`src/rtl/dm_sts_monitor.sv`:
```
// Status-stream monitor for the AXI DataMover status channel: decodes status
// beats, matches returned tags against a FIFO of issued tags, keeps counters.
module dm_sts_monitor #(
    parameter int STS_W = 8,
    parameter int TAG_W = 4,
    parameter int DEPTH = 8,
    parameter int CNT_W = 16
) (
    input  logic                     s_axi_clk,
    input  logic                     s_axi_resetn,
    input  logic [STS_W-1:0]         s_axis_tdata,
    input  logic                     s_axis_tvalid,
    input  logic [STS_W/8-1:0]       s_axis_tkeep,
    input  logic                     s_axis_tlast,
    output logic                     m_axis_tready,
    input  logic                     cmd_push,
    input  logic [TAG_W-1:0]         cmd_tag,
    input  logic                     ack,
    input  logic                     cnt_clr,
    output logic                     pass,
    output logic                     fail,
    output logic [4:0]               err_code,
    output logic [TAG_W-1:0]         tag,
    output logic                     eop,
    output logic [22:0]              bytes_rcvd,
    output logic [$clog2(DEPTH):0]   outstanding,
    output logic                     ovf,
    output logic [CNT_W-1:0]         pass_cnt,
    output logic [CNT_W-1:0]         fail_cnt
);
    localparam int AW = $clog2(DEPTH);
    localparam logic [AW:0] FULL_CNT = (AW+1)'(DEPTH);

    logic [TAG_W-1:0] r_mem [DEPTH];
    logic [AW-1:0]    r_wr_ptr, r_rd_ptr;
    logic [AW:0]      r_count;

    logic             r_pass, r_fail, r_eop, r_ovf;
    logic [4:0]       r_err;
    logic [TAG_W-1:0] r_tag;
    logic [22:0]      r_bytes;
    logic [CNT_W-1:0] r_pass_cnt, r_fail_cnt;

    logic             w_evt, w_empty, w_full, w_pop, w_push, w_drop;
    logic             w_okay, w_slverr, w_decerr, w_interr;
    logic             w_good, w_evt_fail, w_eop;
    logic [TAG_W-1:0] w_sts_tag, w_head;
    logic [22:0]      w_bytes;
    logic [4:0]       w_err_new;
    logic             w_unused;

    assign w_unused  = ^{s_axis_tkeep, s_axis_tdata};

    assign w_okay    = s_axis_tdata[7];
    assign w_slverr  = s_axis_tdata[6];
    assign w_decerr  = s_axis_tdata[5];
    assign w_interr  = s_axis_tdata[4];
    assign w_sts_tag = s_axis_tdata[TAG_W-1:0];

    generate
        if (STS_W == 32) begin : g_wide
            assign w_eop   = s_axis_tdata[31];
            assign w_bytes = s_axis_tdata[30:8];
        end else begin : g_narrow
            assign w_eop   = 1'b0;
            assign w_bytes = '0;
        end
    endgenerate

    assign w_evt   = s_axis_tvalid & s_axis_tlast;
    assign w_empty = (r_count == '0);
    assign w_full  = (r_count == FULL_CNT);
    assign w_pop   = w_evt & ~w_empty;
    // A pop in the same cycle frees the slot, so a push into a full FIFO succeeds.
    assign w_push  = cmd_push & (~w_full | w_pop);
    assign w_drop  = cmd_push & w_full & ~w_pop;
    assign w_head  = r_mem[r_rd_ptr];

    assign w_good     = w_okay & ~(w_slverr | w_decerr | w_interr) & ~w_empty &
                        (w_head == w_sts_tag);
    assign w_evt_fail = w_evt & ~w_good;
    assign w_err_new  = {w_empty, ~w_empty & (w_head != w_sts_tag),
                         w_interr, w_decerr, w_slverr};

    always_ff @(posedge s_axi_clk) begin
        if (w_push) r_mem[r_wr_ptr] <= cmd_tag;
    end

    always_ff @(posedge s_axi_clk or negedge s_axi_resetn) begin
        if (!s_axi_resetn) begin
            r_wr_ptr <= '0;
            r_rd_ptr <= '0;
            r_count  <= '0;
        end else begin
            if (w_push) r_wr_ptr <= r_wr_ptr + 1'b1;
            if (w_pop)  r_rd_ptr <= r_rd_ptr + 1'b1;
            case ({w_push, w_pop})
                2'b10:   r_count <= r_count + 1'b1;
                2'b01:   r_count <= r_count - 1'b1;
                default: r_count <= r_count;
            endcase
        end
    end

    always_ff @(posedge s_axi_clk or negedge s_axi_resetn) begin
        if (!s_axi_resetn) begin
            r_pass  <= 1'b0;
            r_fail  <= 1'b0;
            r_err   <= '0;
            r_tag   <= '0;
            r_eop   <= 1'b0;
            r_bytes <= '0;
            r_ovf   <= 1'b0;
        end else begin
            r_pass <= w_evt & w_good;
            if (w_evt) begin
                r_tag   <= w_sts_tag;
                r_eop   <= w_eop;
                r_bytes <= w_bytes;
            end
            // A new failure beats ack; ack only discards the previously held bits.
            if (w_evt_fail) begin
                r_fail <= 1'b1;
                r_err  <= (ack ? 5'd0 : r_err) | w_err_new;
            end else if (ack) begin
                r_fail <= 1'b0;
                r_err  <= '0;
            end
            if (w_drop)   r_ovf <= 1'b1;
            else if (ack) r_ovf <= 1'b0;
        end
    end

    always_ff @(posedge s_axi_clk or negedge s_axi_resetn) begin
        if (!s_axi_resetn) begin
            r_pass_cnt <= '0;
            r_fail_cnt <= '0;
        end else if (cnt_clr) begin
            r_pass_cnt <= '0;
            r_fail_cnt <= '0;
        end else begin
            if (w_evt & w_good & (r_pass_cnt != '1)) r_pass_cnt <= r_pass_cnt + 1'b1;
            if (w_evt_fail & (r_fail_cnt != '1))     r_fail_cnt <= r_fail_cnt + 1'b1;
        end
    end

    assign m_axis_tready = 1'b1;
    assign pass          = r_pass;
    assign fail          = r_fail;
    assign err_code      = r_err;
    assign tag           = r_tag;
    assign eop           = r_eop;
    assign bytes_rcvd    = r_bytes;
    assign outstanding   = r_count;
    assign ovf           = r_ovf;
    assign pass_cnt      = r_pass_cnt;
    assign fail_cnt      = r_fail_cnt;

endmodule

```
`config.mk`:
```
export PLATFORM = sky130hd
export DESIGN_NAME = dm_sts_monitor
export DESIGN_NICKNAME = d
export VERILOG_FILES = /design/src/rtl/dm_sts_monitor.sv
export SDC_FILE = /design/constraint.sdc
export NUM_CORES = 1
export LEC_CHECK = 0
export BUFFER_PORTS_ARGS = -buffer_cell sky130_fd_sc_hd__buf_2
export CORE_ASPECT_RATIO = 1.5
export CORE_MARGIN = 2
export CORE_UTILIZATION = 50
export CTS_BUF_LIST = sky130_fd_sc_hd__clkbuf_2
export CTS_CLUSTER_SIZE = 25
export DETAILED_ROUTE_END_ITERATION = 6
export PLACE_DENSITY = 0.74
export REMOVE_ABC_BUFFERS = 1
export SLEW_MARGIN = 5
export SYNTH_ARGS = -nofsm -noshare
export SYNTH_HDL_FRONTEND = slang
export SYNTH_SLANG_ARGS = --single-unit
```
`constraint.sdc`:
```
create_clock -name s_axi_clk -period 7.2 [get_ports s_axi_clk]
set_clock_uncertainty 0.05 [all_clocks]
set_input_delay 0.36 -clock s_axi_clk [delete_from_list [all_inputs] [get_ports s_axi_clk]]
set_output_delay 0.36 -clock s_axi_clk [all_outputs]
set_load 0.03 [all_outputs]
```
# Yosys cells after proc, flatten, opt, wreduce, memory -nomap -nowiden
# Memory sizes are Yosys's and may differ from the RTL's.
# Index checks and enable logic that the tools add are counted.
op_classes:
  addsub: 6
  n_eq_ne: 7
  mux: 12
  n_bitwise: 22
  reduce_logical: 6
ops:
  columns: ["cell", "count"]
  rows:
  - ["$mux 16", 4]
  - ["$add 16x1->16 const B", 2]
  - ["$ne 16x16->1 const B", 2]
  - ["$and 1x1->1", 13]
  - ["$mux 5", 2]
  - ["$reduce_bool 2->1", 5]
  - ["$pmux 4 s2", 1]
  - ["$add 3x1->3 const B", 2]
  - ["$mux 1", 5]
  - ["$not 1->1", 5]
  - ["$or 5x5->5", 1]
  - ["$add 4x1->4 const B", 1]
  - ["$eq 4x4->1", 1]
  - ["$eq 4x4->1 const B", 1]
  - ["$logic_not 4->1", 1]
  - ["$ne 4x4->1", 1]
  - ["$sub 4x1->4 const B", 1]
  - ["$or 1x1->1", 3]
  - ["$eq 2x1->1 const B", 1]
  - ["$eq 2x2->1 const B", 1]
totals:
  register_bits: 54
  ramBits: 32
  input_bits: 20
  out_inout_bits: 73
  elab_cells: 64
  mem_count: 1
mem_list:
  columns: ["name", "depth", "word_bits", "read_ports", "rd_ports_with_merged_regs", "wr", "line", "text"]
  rows:
  - ["r_mem", 8, 4, 1, 0, 1, "34", "logic [TAG_W-1:0] r_mem [DEPTH];"]

# Longest topological paths before layout
# Gate-level depths: netlist of run 1.
depth:
  ltp_word: 11
  mapped_depth: 11
  depth_no_buf: 9

# Worst setup path before layout of run 1
# OpenSTA, ideal clock, no wires.
synth_path:
  path_type: "reg-to-reg"
  start: "register r_fail_cnt[4] (netlist: fail_cnt[4])"
  end: "register r_fail_cnt[1] (netlist: fail_cnt[1])"
  setup_time_ps: 132
  arrival_time_ps: 2560
  required_time_ps: 7018
  path_slack_ps: 4458
  stages_incl_launch_ff: 10
  period_less_slack_ps: 2742
  path_cell_list: "dfrtp_1 -> nand4_1 -> or2_1 -> or3_1 -> o31ai_1 -> a21o_1 -> buf_2 -> buf_2 -> mux2i_1 -> nor2_1"
synth_between:
  elab_chain_cells: 3
synth_rtl:
  columns: ["item", "line", "text"]
  rows:
  - ["from (decl)", "42", "logic [CNT_W-1:0] r_pass_cnt, r_fail_cnt;"]
  - ["from (signal assigned)", "143", "if (w_evt_fail & (r_fail_cnt != '1)) r_fail_cnt <= r_fail_cnt + 1'b1;"]
  - ["$ne 16x16->1", "143", null]
  - ["$and 1x1->1", "143", null]
  - ["$reduce_bool 2->1 (no line)", null, null]
# No other way between the ends.
# A chain may end at the register's enable or synchronous reset.

# Worst setup path after layout of run 1
layout_path:
  start: "register r_rd_ptr[0]"
  end: "register r_pass_cnt[5] (netlist: pass_cnt[5])"
layout_between:
  elab_chain_cells: 6
layout_rtl:
  columns: ["item", "line", "text"]
  rows:
  - ["from (decl)", "35", "logic [AW-1:0] r_wr_ptr, r_rd_ptr;"]
  - ["from (signal assigned)", "96", "if (w_pop) r_rd_ptr <= r_rd_ptr + 1'b1;"]
  - ["$mem_v2 8x4", null, null]
  - ["$eq 4x4->1", "80", "(w_head == w_sts_tag);"]
  - ["$and 1x1->1", "79", "assign w_good = w_okay & ~(w_slverr | w_decerr | w_interr) & ~w_empty &"]
  - ["$and 1x1->1 (2 in a row)", "142", "if (w_evt & w_good & (r_pass_cnt != '1)) r_pass_cnt <= r_pass_cnt + 1'b1;"]
  - ["$reduce_bool 2->1 (no line)", null, null]
  - ["to (signal assigned)", "142", null]
  - ["to (decl)", "42", null]
# No other way between the ends.

==> results of run 1 <==
==> registers in the layout, indices dropped and copies added, names as in the netlist <==
| signal | cells |
|---|---|
| pass | 1 |
| pass_cnt | 16 |
| r_wr_ptr | 3 |
| fail_cnt | 16 |
| r_rd_ptr | 3 |
| r_mem | 32 |
| fail | 1 |
| err_code | 5 |
| outstanding | 4 |
| tag | 4 |
| ovf | 1 |
==> what timing repair did <==
| item | 4_1_cts | 5_1_grt |
|---|---|---|
| resized for setup | 0 | 0 |
| hold buffers | 16 | 1 |
| hold endpoints to repair | 82 | 4 |
==> critical path, stage by stage (launching register included) <==
cell,delay (ns)
dfrtp_1,0.79
mux2i_1,0.16
mux4_2,0.50
xor2_1,0.23
and4_4,0.32
nand2_1,0.32
or4_1,0.57
a21oi_1,0.17
==> kinds of logic (layout without fill, tap and decap cells) <==
logic type | count (synthesis) | count (layout) | synth area share
fa+ha+maj | 5 | 5 | 0.0148
other cells | 2 | 25 | 0.00177
simple gates | 147 | 147 | 0.178
xor+xnor | 14 | 14 | 0.0290
compound gates | 54 | 54 | 0.0792
buf+inv | 52 | 115 | 0.0742
mux | 27 | 27 | 0.0768
flops | 86 | 86 | 0.546
==> power breakdown <==
group	internal, W	switching, W	total, W
Combinational	0.000138	0.000178	0.000316
Sequential	0.000567	0.0000767	0.000644
Clock	0.000112	0.000171	0.000283
==> cell usage after synthesis (all sizes together) (8+ instances only) <==
cell type   n
a21oi      18
buf        30
dfrtp      54
edfxtp     32
inv        15
mux2i      19
nand2      48
nand3      11
nand4       8
nor2       24
o21ai      18
o31ai       8
or4        15
xor2        9
==> worst max path at each step <==
| stage | startpoint | endpoint | slack, ns | depth (start not counted) |
|---|---|---|---|---|
| 2_1_floorplan | fail_cnt[4] | fail_cnt[10] | 4.39 | 7 |
| 3_3_place_gp | r_rd_ptr[0] | pass_cnt[9] | 4.18 | 7 |
| 3_5_place_dp | r_rd_ptr[0] | pass_cnt[5] | 4.06 | 7 |
| 4_1_cts | r_rd_ptr[0] | pass_cnt[5] | 4.02 | 7 |
| 5_1_grt | r_rd_ptr[1] | pass_cnt[5] | 3.81 | 7 |
| 6_report | r_rd_ptr[0] | pass_cnt[5] | 4.00 | 7 |
==> area by class of cell <==
cell class                 instances  share of cell area
sequential                        86               0.478
multi-input combinational        272               0.350
timing repair buffer              84               0.105
tap                              107              0.0277
clock inverter                     7              0.0184
inverter                          15              0.0116
clock buffer                       9             0.00931
==> routing by layer <==
metal  part of all wire  global-route usage  wire (um)
met5                  0                   0          0
met4              0.027              0.0943        233
met1               0.42               0.230       3600
met2               0.52               0.341       4480
met3              0.037              0.0417        322
==> metrics by stage <==
stage               instance area (sq um)  setup slack [ns]  hold slack, ns
CTS                                  4830              4.02         0.00676
global placement                     4530              4.18           0.408
global route                         4840              3.81           0.237
finish                               4840              4.00           0.242
detailed placement                   4530              4.06           0.413
floorplan                            4060              4.39          0.0144
==> metrics.md, run 1 <==
| Metric | Value |
|---|---|
| Status | complete, no violations |
| Drt wl/cell | between 10 and 15 um |
| Global placer's final weighted congestion | just over 0.8 |
| Power Total | between 0.001 and 0.0015 W |
| WHS Endpoint | pass |
| R2R Setup Slk | between 4 and 5 ns |
| Diode count | 0 |
| First-pass GRT wire length | 13.9 mm |
| Die height | between 100 and 150 um |
| Final Critical Period | approximately 3.2 ns |
| Initial antenna violation count | 0 |
| FF-to-FF End | pass_cnt[5] |
| Most used flip-flop cell after synthesis | dfrtp_1 |
| RSZ-0062 raised after global routing | no |
| IO buf count | 66 |
| Final hold violations | 0 |
| #FFs+latches synth | 86 |
| Number of synthesized flops with an enable pin | 32 |
| Crit Reg-Reg Startpoint | r_rd_ptr[0] |
| Arrival time at the worst endpoint | between 3 and 4 ns |
| Synth-to-Final Area Change | 14.3% |
| Share of the synthesized area in the top cell type | 0.319 |
| Final period utilization | 0.444 |
| Fmax | around 310 MHz |
| Most frequent cells in the layout | buf_2 (66), dfrtp_1 (54), nand2_1 (48) |
| Cell taking the most area after synthesis | dfrtp_1 |
| FFs w/ async S/R, synth | 0.628 |
| Seq/Total Area, Yosys | 0.546 |
| Pleak | 2.16 nW |
| CTS tree | built |
| Total setup buffers inserted after CTS | 0 |
| Hold Crit Depth | 4 |
| CP Launch Type | flop |
| VDD IR max | 175 uV |
| Hold Path Class | in2reg |
| IO Pins | between 90 and 100 |
| Longest Clk Path Bufs | 2 |
| Vias per inst | ~5.4 |
| CTS Buf Count | 9 |
| Core area | between 0.008 and 0.009 sq mm |
| Reg2Reg Depth | 7 |
| Final design utilization | 0.582 |
| Most common cell after layout, fill and taps aside | buf_2 |
| Area occupied by multi-input gates | 0.00169 sq mm |
| Filler cell count | about 730 |
| Top cells by area, synth | dfrtp_1 (32%), edfxtp_1 (23%), mux2i_1 (4.5%), buf_4 (4.4%), nand2_1 (4.3%) |
| Max-Cap Viols | 0 |
| Hpwl dp | between 6 and 7 mm |
| Htree depth | 3 |
| Worst rel slew slack | 0.522 |
| Synth warn | 0 |
| Post-route ant nets | 0 |
| Layout cell share with drive strength beyond 1 | 0.192 |
| Max FO, Critical Path | 18 |
| Die ar. | ~0.0092 sq mm |
| Fin cells | 580 |
| Overflow after GRT | 0 |
| Vias in the first global route | 2,891 |
| Hold path startpoint | s_axis_tdata[7] |
| Pwr/cell area | between 200 and 300 mW/mm^2 |
| Gr usage total | 0.196 |
| Post-Route Setup TNS | 0 ns |
| Post-route DRC | 0 |
| Largest net degree at the start of global routing | between 50 and 60 |
| WP data required | roughly 7.7 ns |
| Sequential standard cell area | roughly 0.0023 sq mm |
| Mapped Area | approximately 0.0042 sq mm |
| Clock-pin slew on the worst setup and hold paths | 0.23 ns |
| Crit end category | flop |
| Initial Util | 0.509 |
| Die width | 79.1 um |
| Crit path kind | reg2reg |
| Nets | between 400 and 500 |
| TritonCTS Sinks | 86 |
| First-pass iteration count of the detailed router | 4 |
| Gate Count Post-Synth | approximately 390 |
| Vias | approximately 3,100 |
| Drt first-iter violations | about 140 |
| Mean post-synth cell area | approximately 11 sq um |
| Unique masters post-synth | 45 |
| Core Rows | 41 |
| Root Buffer | clkbuf_2 |
| Final setup viols | 0 |
| Slew of the pin with the lowest slew margin | about 0.72 ns |
| Cells after DPL | 547 |
| Final WL | between 8 and 9 mm |
| Pins over their slew limit | 0 |
| Skew-Pair Late Insertion Delay | ~0.56 ns |
(Power assumes the default switching activity.)
==> run 2, diff against run 1 <==
- PLACE_DENSITY: 0.74 -> 0.77
- clock period: 7.2 -> 2.9 ns (I/O delays scaled with it)
==> run 2 against run 1 <==
Clock-buffer cell count did not move; die area did not move; first-iteration DRC count rose by 16%; non-clock buffer count rose by 18; highest routed layer unchanged; largest cell class unchanged; power rose by 140%; setup slack got worse by 3.8 ns; hold slack got worse by 0.19 ns.
==> metrics.md, run 2 (synthesis gave the netlist of run 1 again) <==
| Metric | Value |
|---|---|
| Pwr/cell area | around 600 mW/mm^2 |
| Root Buffer | clkbuf_2 |
| Pleak | between 2 and 2.5 nW |
| Max FO, Critical Path | 18 |
| Clock-pin slew on the worst setup and hold paths | about 0.23 ns |
| Fmax | approximately 370 MHz |
| Synth-to-Final Area Change | 17.5% |
| Worst rel slew slack | 0.487 |
| Drt first-iter violations | between 150 and 200 |
| Most common cell after layout, fill and taps aside | buf_2 |
| Post-route DRC | 0 |
| VDD IR max | 366 uV |
| Post-Route Setup TNS | 0 ns |
| Die width | 79.1 um |
| Final hold violations | 0 |
| Final WL | 9.08 mm |
| Max-Cap Viols | 0 |
| Post-route ant nets | 0 |
| Die ar. | roughly 0.0092 sq mm |
| Filler cell count | just over 700 |
| Hold Path Class | in2reg |
| Largest reg by FF count | r_mem |
| Initial antenna violation count | 0 |
| Crit end category | flop |
| Sequential standard cell area | approximately 0.0023 sq mm |
| Pins over their slew limit | 0 |
| Arrival time at the worst endpoint | 3.14 ns |
| CP Launch Type | flop |
| Crit path kind | reg2reg |
| RSZ-0062 raised after global routing | no |
| Core Rows | 41 |
| Initial Util | 0.509 |
| Gr usage total | 0.205 |
| Status | complete, no violations |
| Pre-CTS setup slack | -0.0148 ns |
| WP data required | around 3.4 ns |
| Drt wl/cell | 15.2 um |
| Skew-Pair Late Insertion Delay | approximately 0.56 ns |
| Die height | between 100 and 150 um |
| First-pass GRT wire length | around 14 mm |
| Area occupied by multi-input gates | 0.00170 sq mm |
| Final Critical Period | 2.69 ns |
| Final WS setup | 0.210 ns |
| CTS Buf Count | 9 |
| Placed cell area | around 0.0046 sq mm |
| IO Pins | between 90 and 100 |
| Layout Cell Area excl Fill | around 0.005 sq mm |
| Core area | about 0.0083 sq mm |
| Diode count | 0 |
| Hpwl dp | roughly 6.4 mm |
| TritonCTS Sinks | 86 |
| Cells after DPL | 557 |
| Fin cells | between 500 and 600 |
| Final setup viols | 0 |
| Nets | a little over 500 |
| Final period utilization | 0.927 |
| Vias in the first global route | just over 3,000 |
| IO buf count | 66 |
| CTS tree | built |
| Longest Clk Path Bufs | 2 |
| Most frequent cells in the layout | buf_2 (66), dfrtp_1 (53), nand2_1 (47) |
| Max FFs per register | 32 |
| First-pass iteration count of the detailed router | 4 |
| Global placer's final weighted congestion | between 0.7 and 0.8 |
| Overflow after GRT | 0 |
| Htree depth | 3 |
| Slew of the pin with the lowest slew margin | 0.767 ns |
| Vias | 3,219 |
| Vias per inst | between 5 and 6 |
| Largest net degree at the start of global routing | 42 |
| Layout cell share with drive strength beyond 1 | 0.216 |
## run 2: cell types whose count changed in the layout (fill, tap and decap cells not counted), moves of 2 or more
cell           delta
buf_4             +9
bufinv_16         -2
clkinv_1          -2
clkinvlp_4        +4
dlygate4sd3_1     +8
## run 2: through the flow
step / hold WS, ns / utilization / total power [W]
after floorplan: -0.201 / - / 0.00216
after global placement: 0.0436 / 0.556 / 0.00240
after detailed placement: 0.0474 / 0.556 / 0.00243
after CTS: 0.00471 / 0.598 / 0.00300
after global routing: 0.0475 / 0.598 / 0.00314
final: 0.0491 / 0.598 / 0.00298
## run 2: final timing paths
check,start,to,slack [ns],cells past startpoint
max in group asynchronous,s_axi_resetn,r_wr_ptr[2],1.67,3
min in group asynchronous,s_axi_resetn,pass_cnt[12],0.10,3
hold / removal,cnt_clr,pass_cnt[1],0.05,2
setup reg to reg,r_rd_ptr[0],fail_cnt[3],0.21,8
setup / recovery,r_rd_ptr[0],fail_cnt[3],0.21,8
hold reg to reg,ovf,ovf,0.50,2
## run 2: metal layers
| layer | share of wire | track usage | up-vias | routed length, um |
|---|---|---|---|---|
| met4 | 0.024 | 0.0920 | 0 | 221 |
| met2 | 0.56 | 0.380 | 87 | 5040 |
| met1 | 0.38 | 0.227 | 1579 | 3420 |
| li1 | - | - | 1535 | - |
| met5 | 0 | 0 | - | 0 |
| met3 | 0.044 | 0.0371 | 18 | 398 |
## run 2: worst max-delay path: stages (launching register included)
cell     delay, ns
dfrtp_2       0.58
mux2i_1       0.15
mux4_2        0.48
xor2_1        0.17
and4_4        0.22
a21o_2        0.31
buf_4         0.19
or3_1         0.34
a21oi_1       0.15
## run 2: area by class of cell
class	instances	share of cell area
Clock inverter	7	0.0103
Tap cell	107	0.0269
Sequential cell	86	0.465
Inverter	15	0.0113
Clock buffer	9	0.00906
Multi-Input combinational cell	272	0.341
Timing Repair Buffer	102	0.136
## run 2: report_power, final
part           internal [W]  switching (W)  leakage (nW)
sequential          0.00141       0.000160          1.01
clock              0.000110       0.000426        0.0461
combinational      0.000389       0.000481          1.16
total               0.00191        0.00107          2.22
## run 2: repair_timing
action	4_1_cts	5_1_grt
pin swaps	0	0
gates resized for setup	1	2
endpoints found under the hold margin	101	0
endpoints found under the setup margin	9	7
cloned	0	0
setup buffers	0	0
hold buffers	25	0
